===== src/rtl/srl_pkg.sv =====
// Shared helpers for the addressable SRL delay line: clog2, default-geometry widths
// and parameter legality.
package srl_pkg;

  function automatic int clog2(input int n);
    int r;
    r = 0;
    while ((1 << r) < n) r = r + 1;
    return r;
  endfunction

  function automatic bit params_ok(input int width, input int depth);
    return (width >= 1) && (depth >= 2);
  endfunction

  localparam int DEF_DEPTH = 130;
  localparam int DEF_AW    = clog2(DEF_DEPTH);
  localparam int DEF_CW    = clog2(DEF_DEPTH + 1);

endpackage


===== src/rtl/srl_chain.sv =====
// One-bit resetless shift chain with enable and addressable tap; maps to SRL cascades.
// The caller clamps addr below depth, so the tap index is always in range.
module srl_chain
  import srl_pkg::*;
#(
  parameter int depth = 130,
  localparam int AW = clog2(depth)
) (
  input  logic          clk,
  input  logic          ce,
  input  logic          d,
  input  logic [AW-1:0] addr,
  output logic          tap
);

  // No reset and no initial value: either one would block SRL inference.
  logic [depth-1:0] sr_q;
  logic [depth-1:0] sr_d;

  always_comb begin
    sr_d = sr_q;
    if (ce) sr_d = {sr_q[depth-2:0], d};
  end

  always_ff @(posedge clk) begin
    sr_q <= sr_d;
  end

  assign tap = sr_q[addr];

endmodule


===== src/rtl/srl_tap_delay.sv =====
// Addressable multi-bit delay line: resetless SRL storage plus a reset-tracked fill
// counter that flags whether the selected tap holds data shifted in since reset.
module srl_tap_delay
  import srl_pkg::*;
#(
  parameter int width  = 1,
  parameter int depth  = 130,
  parameter bit outreg = 1'b1,
  localparam int AW = clog2(depth),
  localparam int CW = clog2(depth + 1)
) (
  input  logic             clk,
  input  logic             r,
  input  logic             ce,
  input  logic [width-1:0] i,
  input  logic [AW-1:0]    a,
  output logic [width-1:0] q,
  output logic             valid
);

  if (!params_ok(width, depth)) begin : g_bad_params
    $error("srl_tap_delay: need width >= 1 and depth >= 2");
  end

  logic [AW-1:0]    ea;
  logic [CW-1:0]    cnt_q;
  logic [CW-1:0]    cnt_d;
  logic [width-1:0] tap;
  logic             tap_ok;
  logic             shift_en;

  // Reset beats enable: a reset cycle never shifts the storage.
  assign shift_en = ce & ~r;

  always_comb begin
    ea = a;
    if (a > AW'(depth - 1)) ea = AW'(depth - 1);
  end

  for (genvar b = 0; b < width; b++) begin : g_bit
    srl_chain #(
      .depth(depth)
    ) u_chain (
      .clk (clk),
      .ce  (shift_en),
      .d   (i[b]),
      .addr(ea),
      .tap (tap[b])
    );
  end

  // Counts fresh shifts since reset, saturating at depth.
  always_comb begin
    cnt_d = cnt_q;
    if (ce && (cnt_q < CW'(depth))) cnt_d = cnt_q + CW'(1);
  end

  always_ff @(posedge clk) begin
    if (r) cnt_q <= '0;
    else   cnt_q <= cnt_d;
  end

  assign tap_ok = (cnt_q > CW'(ea));

  if (outreg) begin : g_outreg
    logic [width-1:0] q_q;
    logic [width-1:0] q_d;
    logic             valid_q;
    logic             valid_d;

    always_comb begin
      q_d     = tap;
      valid_d = tap_ok;
    end

    always_ff @(posedge clk) begin
      if (r) begin
        q_q     <= '0;
        valid_q <= 1'b0;
      end else begin
        q_q     <= q_d;
        valid_q <= valid_d;
      end
    end

    assign q     = q_q;
    assign valid = valid_q;
  end else begin : g_comb
    assign q     = tap;
    assign valid = tap_ok;
  end

endmodule


===== config.mk =====
export PLATFORM = sky130hd
export DESIGN_NAME = srl_tap_delay
export DESIGN_NICKNAME = d
export VERILOG_FILES = /design/src/rtl/srl_pkg.sv /design/src/rtl/srl_chain.sv /design/src/rtl/srl_tap_delay.sv
export SDC_FILE = /design/constraint.sdc
export NUM_CORES = 1
export LEC_CHECK = 0
export BUFFER_PORTS_ARGS = -buffer_cell sky130_fd_sc_hd__buf_2
export CAP_MARGIN = 20
export CORE_ASPECT_RATIO = 1.25
export CORE_MARGIN = 10
export CORE_UTILIZATION = 40
export DETAILED_ROUTE_END_ITERATION = 8
export PLACE_DENSITY = 0.67
export SLEW_MARGIN = 20
export SYNTH_ARGS = -nofsm -noshare
export SYNTH_HDL_FRONTEND = slang
export SYNTH_SLANG_ARGS = --single-unit
export TNS_END_PERCENT = 1

===== constraint.sdc =====
create_clock -name clk -period 8.3 [get_ports clk]
set_input_delay 1.66 -clock clk [delete_from_list [all_inputs] [get_ports clk]]
set_output_delay 1.66 -clock clk [all_outputs]
set_load 0.02 [all_outputs]

==> flow_summary.yaml <==
outcome:
  outcome: "completed"
floorplan:
  start_util_pct: 41.0
  die_w_um: 129
  die_y_um: 156
  ios: 14
  dieArea_sq_um: 20200
  fp-row-count: 49
  coreArea_sq_um: 14500
sta:
  hold_viol: 0
  fin_setup_tns_ps: 0
  period_needed_ps: 4270
  max_freq_mhz: 234
  fin_crit_sh_pct: 51.4
  clock_skew_ps: 5.07
  whs_ps: 446
  rsz0062_at_grt: "false"
  tightest_slew_ps: 958
  slew_headroom_pct: 36.1
  final-setup-viol-count: 0
  slew_violations: 0
drt:
  drt_iter0_drc: 444
  drtPass1Iterations: 6
  via_per_inst: 5.93
  ant_nets: 0
  routed_wl_mm: 13.0
  post_drt_wl_per_cell_um: 21.2
  drc: 0
  vias: 3647
setup_path:
  endpoint_kind: "flop"
  r2r-end: "cnt_q[5]$_SDFFE_PP0P_"
  cpMaxStageDelayCell: "a21o_1"
  rr_worst_depth: 7
  cp-start-kind: "input port"
  r2r_slack_ps: 6170
  worstPathRequired_ps: 8610
  cp_cell_sequence: "buf_2 > nor3_1 > a21o_1 > mux4_2 > nor3b_1 > o31ai_1 > o2111ai_1 > o311a_1"
  critical_path_class: "in2reg"
  worstPathArrival_ps: 4570
  cp_max_fo: 20
  reg2reg_from: "cnt_q[2]$_SDFFE_PP0P_"
  slowest_delay_ps: 830
power:
  switching_power_mw: 0.371
  power_frac_comb_pct: 5.5
  intPower_mw: 1.36
  switching_share_pct: 21.4
  pwr-share-seq_pct: 47.0
  pwr-share-clk_pct: 47.5
  cellPowerDensity_nw_per_um2: 255
  p_leak_nw: 2.37
  peakVddDrop_mv: 0.144
  total_power_mw: 1.74
final_layout:
  nNetsFinal: 444
  mostFrequentLayoutCells: "130 x edfxtp_1, 35 x mux2i_1, 26 x nor2_1, 21 x nand2_1, 20 x o21ai_0"
  n_antenna_cell: 0
  syn_to_final_growth_pct: 14.4
  fillCellCount: 1234
  final_common_cell: "edfxtp_1"
  drive_gt1_share_pct: 12.8
  final_cells: 615
  finish.utilization_pct: 46.9
clock_network:
  cts_resized: 0
  htreeDepth: 4
  cts_buffer_depth: 2
  clk_latency_ps: 420
  cts_tree: "built"
  clkSinkCount: 140
  cts_root_buffer: "clkbuf_16"
  holdBufCountCts: 0
  cts_buffers: 17
  cts_setup_buffers: 0
  clkTransAtPathRegs_ps: 60
job:
  cap_violations: 0
global_routing:
  overflow: 0
  antenna_found_initial: 0
  grt_pass1_wl_mm: 20.7
  grt_pass1_vias: 3669
  grt_usage_pct: 13.4
  grt_max_degree: 73
synthesis:
  synth.avg_cell_area_sq_um: 14.5
  synthFlopType: "edfxtp_1"
  synth_area_sq_um: 5960
  synthCells: 411
  synth_seq_cells: 140
  synth_cell_types: 57
  syn_nets: 431
  async_flop_share_pct: 0
  synth_seq_area_share_pct: 68.9
  synth-edff-count: 130
  yosysWarnings: 0
placement:
  io_buffers: 13
  place_congestion: 0.926
  dpl.cell_count: 583
  dp_hpwl_mm: 8.39
worst_hold_path:
  hold_class: "reg2reg"
  holdPathEnd: "g_bit[0].u_chain.sr_q[72]$_DFFE_PP_"
  min_from: "g_bit[0].u_chain.sr_q[71]$_DFFE_PP_"
  whs_path_depth: 0
synthesized netlist by cell type, drive strengths merged, types with 4 or more instances:
cell type / number / area share, %
o22ai: 5 / 0.53
a21o: 6 / 0.76
nand3: 9 / 0.76
a21oi: 11 / 0.92
a31oi: 8 / 0.84
o221ai: 7 / 1.0
mux2i: 35 / 5.9
xor2: 4 / 0.59
nor2: 26 / 1.6
clkbuf: 10 / 0.63
inv: 9 / 0.57
buf: 12 / 1.2
ha: 8 / 1.7
nor3: 7 / 0.59
nor2b: 4 / 0.42
o21ai: 20 / 1.7
edfxtp: 130 / 66
and3: 4 / 0.42
o31ai: 4 / 0.50
nand2: 21 / 1.3
a211oi: 4 / 0.50
dfxtp: 10 / 3.4
mux2: 4 / 0.76
worst max path at each step:
stage	end	startpoint	slack (ps)
finish	q$_SDFF_PP0_	a[2]	4030
floorplan	g_bit[0].u_chain.sr_q[0]$_DFFE_PP_	r	230
CTS	q$_SDFF_PP0_	a[0]	4080
detailed placement	q$_SDFF_PP0_	a[0]	3660
global placement	q$_SDFF_PP0_	a[0]	3780
global route	q$_SDFF_PP0_	a[0]	3870
metal layers:
metal  share of wire (%)  GRT usage [%]  vias up  wire [um]
met4                 2.2           5.59        0        281
met5                   0              0        -          0
met1                  43           16.8     1822       5530
met3                 6.8           3.89       25        883
li1                    -              -     1648          -
met2                  49           21.1      152       6310
final cells by class:
cell class              count  area (sq um)  area share (%)
well taps                 178           223            3.27
repair buffers             16          87.6            1.29
clock inverters            15           220            3.23
multi-input cells         240          1720            25.2
inverters                   9          33.8           0.496
flip-flops and latches    140          4100            60.2
clock buffers              17           425            6.24
through the flow:
| step | instance area, sq um | setup WS (ps) |
|---|---|---|
| after global routing | 6810 | 3870 |
| after floorplan | 5960 | 233 |
| after CTS | 6810 | 4080 |
| final | 6810 | 4030 |
| after global placement | 6170 | 3780 |
| after detailed placement | 6170 | 3660 |
logic make-up (layout without fill, tap and decap cells):
logic type | after synthesis | count (layout) | synth area share [%]
adder cells (fa/ha/maj) | 9 | 9 | 1.85
AO/OA/AOI/OAI | 93 | 93 | 10.8
AND/OR/NAND/NOR | 90 | 90 | 7.73
XOR/XNOR | 7 | 7 | 1.03
buffers and inverters | 31 | 57 | 2.35
multiplexers | 41 | 41 | 7.39
flip-flops | 140 | 140 | 68.9
worst max-delay path, delay by kind of cell:
kind,cells,cell delay [ps]
simple gates,2,600
buf+inv,1,230
mux,1,590
compound gates,4,1470
power groups by stage:
stage / registers (mW) / clock network (mW) / logic, mW
3_3_place_gp: 0.829 / 0 / 0.0927
6_report: 0.816 / 0.825 / 0.0953
4_1_cts: 0.816 / 0.837 / 0.0947
5_1_grt: 0.819 / 0.869 / 0.105
2_1_floorplan: 0.829 / 0 / 0.0688
3_5_place_dp: 0.830 / 0 / 0.0946
sequential cells by signal (all words and copies together) (netlist names):
register,cells
g_bit.u_chain.sr_q,130
cnt_q,8
q,1
valid,1
Power figures use the tool's default switching activity.
